[src/rtl/scroll_bg_display_pkg.sv]
// Shared constants and the procedural background tile for the scrolling layer.
// Also carries the pixel-mux latency for this layer.
package scroll_bg_display_pkg;

  localparam int H_DISPLAY  = 640;
  localparam int V_DISPLAY  = 480;
  localparam int BG_COLOR_W = 12;
  localparam int BG_SPEED_W = 4;
  localparam int LAT_BG     = 2;

  localparam logic [11:0] KEY_COLOR_DEF = 12'h000;

  // Tile image: R=col[3:0], G=row[3:0], B=mix of upper address bits
  function automatic logic [11:0] bg_pattern(
    input logic [9:0] row,
    input logic [9:0] col
  );
    return {col[3:0], row[3:0],
            col[7:4] ^ row[7:4] ^ {col[9:8], row[9:8]}};
  endfunction

endpackage

[src/rtl/scroll_bg_display_if.sv]
// Pixel-path bundle between vga_sync/controller and the background layer.
// The master drives pixel position and scroll controls; the slave returns colour.
interface scroll_bg_display_if
  import scroll_bg_display_pkg::*;
#(
  parameter int COLOR_W = BG_COLOR_W,
  parameter int SPEED_W = BG_SPEED_W
);

  logic [9:0]         x;
  logic [9:0]         y;
  logic               video_on;
  logic               refr_tick;
  logic               scroll_en;
  logic               scroll_dir;
  logic [SPEED_W-1:0] speed;
  logic [9:0]         offset;
  logic [COLOR_W-1:0] rgb;
  logic               bg_on;

  modport master (
    output x, y, video_on, refr_tick,
    output scroll_en, scroll_dir, speed,
    input  offset, rgb, bg_on
  );

  modport slave (
    input  x, y, video_on, refr_tick,
    input  scroll_en, scroll_dir, speed,
    output offset, rgb, bg_on
  );

endinterface

[src/rtl/scroll_bg_display_rom.sv]
// Background image ROM: one-cycle synchronous read at {row,col}.
// Addresses outside the image return black.
module bg_image_rom
  import scroll_bg_display_pkg::*;
#(
  parameter int IMG_W   = H_DISPLAY,
  parameter int IMG_H   = V_DISPLAY,
  parameter int COLOR_W = BG_COLOR_W
) (
  input  logic               clk,
  input  logic               rst,
  input  logic [9:0]         row_i,
  input  logic [9:0]         col_i,
  output logic [COLOR_W-1:0] data_o
);

  logic [COLOR_W-1:0] data_q;
  logic [COLOR_W-1:0] data_d;
  logic               in_img;

  always_comb begin
    in_img = (col_i < 10'(IMG_W)) && (row_i < 10'(IMG_H));
    data_d = '0;
    if (in_img)
      data_d = COLOR_W'(bg_pattern(row_i, col_i));
  end

  always_ff @(posedge clk) begin
    if (rst) data_q <= '0;
    else     data_q <= data_d;
  end

  assign data_o = data_q;

endmodule

[src/rtl/scroll_bg_display.sv]
// Horizontally scrolling tiled background layer, fixed 2-cycle pixel latency.
// Offset advances once per frame on refr_tick; colour keyed against KEY_COLOR.
module scroll_bg_display
  import scroll_bg_display_pkg::*;
#(
  parameter int               IMG_W     = H_DISPLAY,
  parameter int               IMG_H     = V_DISPLAY,
  parameter int               COLOR_W   = BG_COLOR_W,
  parameter logic [COLOR_W-1:0] KEY_COLOR = COLOR_W'(KEY_COLOR_DEF),
  parameter int               SPEED_W   = BG_SPEED_W
) (
  input logic                clk,
  input logic                reset,
  scroll_bg_display_if.slave bus
);

  localparam logic [10:0] IMG_W11 = 11'(IMG_W);
  localparam logic [9:0]  IMG_H10 = 10'(IMG_H);

  logic [9:0]         offset_q, offset_d;
  logic [9:0]         col_q, col_d;
  logic [9:0]         row_q, row_d;
  logic               von1_q, von2_q;
  logic [10:0]        spd11, sum_w, diff_w, colsum;
  logic [COLOR_W-1:0] rom_data;

  always_comb begin
    spd11    = 11'(bus.speed);
    sum_w    = {1'b0, offset_q} + spd11;
    diff_w   = {1'b0, offset_q} - spd11;
    offset_d = offset_q;
    if (bus.refr_tick && bus.scroll_en) begin
      unique case (1'b1)
        !bus.scroll_dir:
          offset_d = (sum_w >= IMG_W11) ?
                     10'(sum_w - IMG_W11) : sum_w[9:0];
        bus.scroll_dir:
          // borrow out of bit 10 means the offset went negative
          offset_d = diff_w[10] ?
                     10'(diff_w + IMG_W11) : diff_w[9:0];
      endcase
    end
  end

  always_comb begin
    colsum = {1'b0, bus.x} + {1'b0, offset_q};
    col_d  = (colsum >= IMG_W11) ?
             10'(colsum - IMG_W11) : colsum[9:0];
    row_d  = (bus.y >= IMG_H10) ? bus.y - IMG_H10 : bus.y;
  end

  always_ff @(posedge clk) begin
    if (reset) begin
      offset_q <= '0;
      col_q    <= '0;
      row_q    <= '0;
      von1_q   <= 1'b0;
      von2_q   <= 1'b0;
    end else begin
      offset_q <= offset_d;
      col_q    <= col_d;
      row_q    <= row_d;
      von1_q   <= bus.video_on;
      von2_q   <= von1_q;
    end
  end

  bg_image_rom #(
    .IMG_W   (IMG_W),
    .IMG_H   (IMG_H),
    .COLOR_W (COLOR_W)
  ) u_rom (
    .clk    (clk),
    .rst    (reset),
    .row_i  (row_q),
    .col_i  (col_q),
    .data_o (rom_data)
  );

  assign bus.offset = offset_q;
  assign bus.rgb    = von2_q ? rom_data : '0;
  assign bus.bg_on  = von2_q && (rom_data != KEY_COLOR);

endmodule

[src/flat_wrapper.sv]
// flat-port wrapper written by rule: the top's interface ports become plain ports
module scroll_bg_display_flat import scroll_bg_display_pkg::*;
#(
  parameter int               IMG_W     = H_DISPLAY,
  parameter int               IMG_H     = V_DISPLAY,
  parameter int               COLOR_W   = BG_COLOR_W,
  parameter logic [COLOR_W-1:0] KEY_COLOR = COLOR_W'(KEY_COLOR_DEF),
  parameter int               SPEED_W   = BG_SPEED_W
)
  (clk, reset, bus_x, bus_y, bus_video_on, bus_refr_tick, bus_scroll_en, bus_scroll_dir, bus_speed, bus_offset, bus_rgb, bus_bg_on);
  scroll_bg_display_if #(.COLOR_W(COLOR_W), .SPEED_W(SPEED_W)) bus_i ();
  input logic clk;
  input logic reset;
  input wire logic [$bits(bus_i.x)-1:0] bus_x;
  input wire logic [$bits(bus_i.y)-1:0] bus_y;
  input wire logic [$bits(bus_i.video_on)-1:0] bus_video_on;
  input wire logic [$bits(bus_i.refr_tick)-1:0] bus_refr_tick;
  input wire logic [$bits(bus_i.scroll_en)-1:0] bus_scroll_en;
  input wire logic [$bits(bus_i.scroll_dir)-1:0] bus_scroll_dir;
  input wire logic [$bits(bus_i.speed)-1:0] bus_speed;
  output wire logic [$bits(bus_i.offset)-1:0] bus_offset;
  output wire logic [$bits(bus_i.rgb)-1:0] bus_rgb;
  output wire logic [$bits(bus_i.bg_on)-1:0] bus_bg_on;
  assign bus_i.x = bus_x;
  assign bus_i.y = bus_y;
  assign bus_i.video_on = bus_video_on;
  assign bus_i.refr_tick = bus_refr_tick;
  assign bus_i.scroll_en = bus_scroll_en;
  assign bus_i.scroll_dir = bus_scroll_dir;
  assign bus_i.speed = bus_speed;
  assign bus_offset = bus_i.offset;
  assign bus_rgb = bus_i.rgb;
  assign bus_bg_on = bus_i.bg_on;
  scroll_bg_display #(.IMG_W(IMG_W), .IMG_H(IMG_H), .COLOR_W(COLOR_W), .KEY_COLOR(KEY_COLOR), .SPEED_W(SPEED_W)) u_core (.clk(clk), .reset(reset), .bus(bus_i));
endmodule
[config.mk]
export PLATFORM = sky130hd
export DESIGN_NAME = scroll_bg_display_flat
export DESIGN_NICKNAME = d
export VERILOG_FILES = /design/src/rtl/scroll_bg_display_pkg.sv /design/src/rtl/scroll_bg_display_if.sv /design/src/rtl/scroll_bg_display_rom.sv /design/src/rtl/scroll_bg_display.sv /design/src/flat_wrapper.sv
export SDC_FILE = /design/constraint.sdc
export NUM_CORES = 1
export LEC_CHECK = 0
export BUFFER_PORTS_ARGS = -buffer_cell sky130_fd_sc_hd__buf_2
export CORE_AREA = 3 3 79 81
export DETAILED_ROUTE_END_ITERATION = 10
export DIE_AREA = 0 0 82 84
export PLACE_DENSITY = 0.7
export SETUP_SLACK_MARGIN = 0.3
export SLEW_MARGIN = 10
export SYNTH_ARGS = -nofsm -noshare
export SYNTH_HDL_FRONTEND = slang
export SYNTH_SLANG_ARGS = --single-unit
[constraint.sdc]
create_clock -name clk -period 4.7 [get_ports clk]
set_input_delay 0.705 -clock clk [delete_from_list [all_inputs] [get_ports clk]]
set_output_delay 0.705 -clock clk [all_outputs]
set_load 0.05 [all_outputs]
==> results.txt <==
In the final layout, flip-flops and latches occupy roughly 880 sq um. Post-CTS repair changed the size of 0 cells. The largest fanout on the critical path is 5. The fraction of synthesized area in multiplexers is between 1.5 and 2%. The first detailed-routing pass took 4 iterations. The most common cell in the synthesized netlist is dfxtp_1. The number of distinct standard cells referenced by the synthesized netlist is 51. The via density per instance came out at 5.32. Global routing consumed, on the met3 layer, under 10% of the routing resources.

In this run, synthesis inferred 0 flip-flops with an integrated enable. The initial core utilization came out at between 50% and 60%. Setup violations remaining at the end of the flow were counted as 0. Synthesis produced roughly 330 cells.

TritonCTS built the clock tree. The fraction of synthesis flops using an asynchronous set or reset pin is 0%. The final hold violation count is 0.

The number of buffers on the longest clock path is 2. The number of antenna violations at the first check in global routing is 0. met2 is the most crowded layer. The fmax came out at between 300 and 400 MHz.

The fraction of the mapped netlist area in compound gates is between 10% and 20%. The summed negative setup slack over all endpoints came out at 0 ns. In this run the clock root is driven by a clkbuf_8. The site row count came out at 27. The count of placed standard cells including taps is 441. The critical path is of the in2reg type.

The CTS buffer count came out at 5. Combinational logic burns around 29% of the power. The worst setup path is captured at a register.

The run finished with clean final reports. The clock network fraction of total power is between 20 and 30%. The final layout contains roughly 430 nets. The synthesis-to-layout area growth came out at 14.6%.

The total number of yosys warnings came out at 0. The number of hold-repair buffers added at the cts stage came out at 0. The required time of the worst setup path is 4.89 ns. The worst pin sits at a relative slew slack of 56.6%.

The maximum number of pins on one net before global-route repair came out at 38. Setup repair after global routing left no endpoint under its margin. The total leakage power is roughly 0.0014 uW.

After Yosys synthesis, XOR and XNOR cells account for under 10% of the synthesized area. The die height came out at 84 microns. After the first detailed-routing iteration, the DRC count stood at just over 100. The fraction of layout instances using a drive strength above 1 came out at between 15 and 20%. The total global routing track utilization came out at 17.7%. The CTS H-tree depth is 2. Ranked by total cell area, the synthesized netlist is headed by dfxtp_1, ha_1, xnor2_1, nor2_1, and2_1. The internal portion of the total power is 695 uW.

The total standard cell area after synthesis is 0.00278 sq mm. Dividing the detail-routed wire length by the instance count gives between 10 and 15 microns. The number of sinks driven by the clock tree came out at 44. The maximum VDD drop came out at between 0.0001 and 0.00015 V. In the global route stage, met2 resource usage came out at between 30% and 40%. The overall die width is slightly above 80 microns. The via count is ~2,400.

The first global-routing pass estimated 9.83 mm of wire. The count of non-filler cells in the finished layout came out at 449. The critical path data arrival time came out at about 3.4 ns. Global routing consumed, on the met1 layer, between 20% and 30% of the routing resources. The clock edge transition at the registers on the reported setup and hold paths is 0.09 ns. The portion of the post-synthesis area used by sequential elements is between 30% and 40%. The source-to-sink clock delay at the later pin of the worst-skew pair came out at 0.29 ns. The commonest cells after synthesis are dfxtp_1, nor2_1, ha_1, and2_1, a21oi_1. The share of Yosys cell area claimed by the top area cell type came out at 31.7%.

The clock skew came out at 0.0115 ns. The tool flagged a number of max-cap violations equal to 0. In this run the worst hold path is classified as reg2reg. Synthesis inferred 44 register bits. In this run the power spent charging and discharging nets is 321 uW. The number of antenna cells inserted is 0. The worst path uses between 60 and 70% of the clock period.

Counting the fill cells in the layout gives 530. The detailed placement HPWL is roughly 4.5 mm. The remaining global-route overflow came out at 0. The I/O pin count came out at 53. The total area inside the core boundary comes to about 0.0055 sq mm. The area of the multi-input gates is 0.00178 sq mm. The share of synthesized cell area in full adder, half adder and majority cells is 12.1%. The total power per unit cell area is between 300 and 400 mW/mm^2. The area enclosed by the die boundary came out at approximately 0.0069 sq mm. For this run, design rule violations remaining after detail routing come to 0. The combinational family with the most area after synthesis is simple AND/OR/NAND/NOR gates. The count of pins over their slew limit was 0.

At the end of routability-driven placement, the weighted congestion stood at between 0.8 and 0.9. The mean instance size in the synthesized netlist came out at around 8.4 sq um. The worst path meets setup with around 1.5 ns of slack.

The most used flip-flop cell after synthesis is dfxtp_1. Prior to clock tree synthesis, the placed netlist has a worst setup slack of ~1.2 ns. The synthesized design spends more area on one cell type than any other, namely dfxtp_1. The count of buffers inserted at the top-level ports is between 50 and 60. The synthesized netlist devotes a little over a quarter of its cell area to simple gates.

The post-detailed-route count of antenna-violating nets came out at 0. Synthesis produced a netlist with a net count of just under 400. The post-detailed-routing wire length is approximately 5.8 mm. The minimum clock period came out at about 3.2 ns.

Buffers added to address setup during post-CTS repair amount to 0. The worst setup path is launched from an input port. The pin slew with the least headroom to its limit came out at 0.643 ns.

The fraction of power spent switching nets came out at between 30% and 40%. The part of the power in registers came out at 43.2%. The number of global-route vias before repair is between 2,000 and 2,500.
[worst paths after layout]
check,slack (ns),to,from,depth (start not counted)
worst min register to register,0.43,u_core.u_rom.data_o[5],u_core.row_q[1],1
worst max-delay path,1.48,u_core.bus.offset[8],bus_speed[1],15
worst min-delay path,0.43,u_core.u_rom.data_o[5],u_core.row_q[1],1
worst max register to register,1.50,u_core.bus.offset[8],u_core.bus.offset[1],13
[state kept, by name (all words and copies together), names as in the netlist]
signal,flops
u_core.col_q,10
u_core.von2_q,1
u_core.von1_q,1
u_core.u_rom.data_o,12
u_core.bus.offset,10
u_core.row_q,10
[layout by cell type, fill, tap and decap left out, types with 8 or more instances in the layout]
cell,synthesis,layout
a21oi_1,19,19
dfxtp_1,44,44
o21ai_0,13,13
xor2_1,11,11
nand3_1,8,8
buf_2,0,52
and2_1,21,21
nor2b_1,14,14
xnor2_1,17,17
nor3_1,13,13
ha_1,22,22
nor2_1,36,36
nand2_1,11,11
inv_1,15,15
[per-stage QoR]
stage	utilization (%)	total power (uW)	area, sq um	hold WS, ns
after floorplan	-	674	2780	0.406
after global placement	55.5	733	3070	0.410
after detailed placement	55.5	739	3070	0.411
after CTS	57.4	1020	3180	0.434
after global routing	57.4	1080	3180	0.451
final	57.4	1020	3180	0.431
[logic make-up (layout without fill, tap and decap cells)]
kind of cell             after synthesis  count (layout)
multiplexers                           5               5
adder cells (fa/ha/maj)               25              25
AO/OA/AOI/OAI                         64              64
AND/OR/NAND/NOR                      135             135
flip-flops                            44              44
XOR/XNOR                              28              28
buffers and inverters                 30              76
[worst max-delay path: stages]
cell and delay (ns):
buf_2 0.13, inv_1 0.06, ha_1 0.28, nor2b_1 0.13, o21ai_0 0.21, a21oi_1 0.13, nor4_1 0.49, nand2_1 0.17
xnor2_1 0.16, ha_1 0.30, nor2_1 0.08, nor2_1 0.05, mux2_2 0.28, o21ai_0 0.13, o21ai_0 0.08
[cell type report]
type                       count  area share, %
multi-input combinational    257           56.0
inverter                      16           1.89
sequential                    44           27.7
clock buffer                   6           2.28
timing repair buffer          52           8.18
clock inverter                 2           1.10
tap                           72           2.83
[routing by layer]
metal  part of all wire, %  wire length, microns  vias up
met5                     0                     0        -
met4                   1.7                    99        0
met3                   4.1                   239        9
met2                    51                  2990       48
met1                    43                  2480     1098
li1                      -                     -     1234
[power by group through the flow]
stage | clock [uW] | combinational [uW] | sequential (uW)
after global placement | 0 | 285 | 448
after detailed placement | 0 | 291 | 448
after CTS | 290 | 295 | 439
final | 283 | 294 | 439
after global routing | 308 | 331 | 445
after floorplan | 0 | 219 | 455
(Power assumes the default switching activity.)
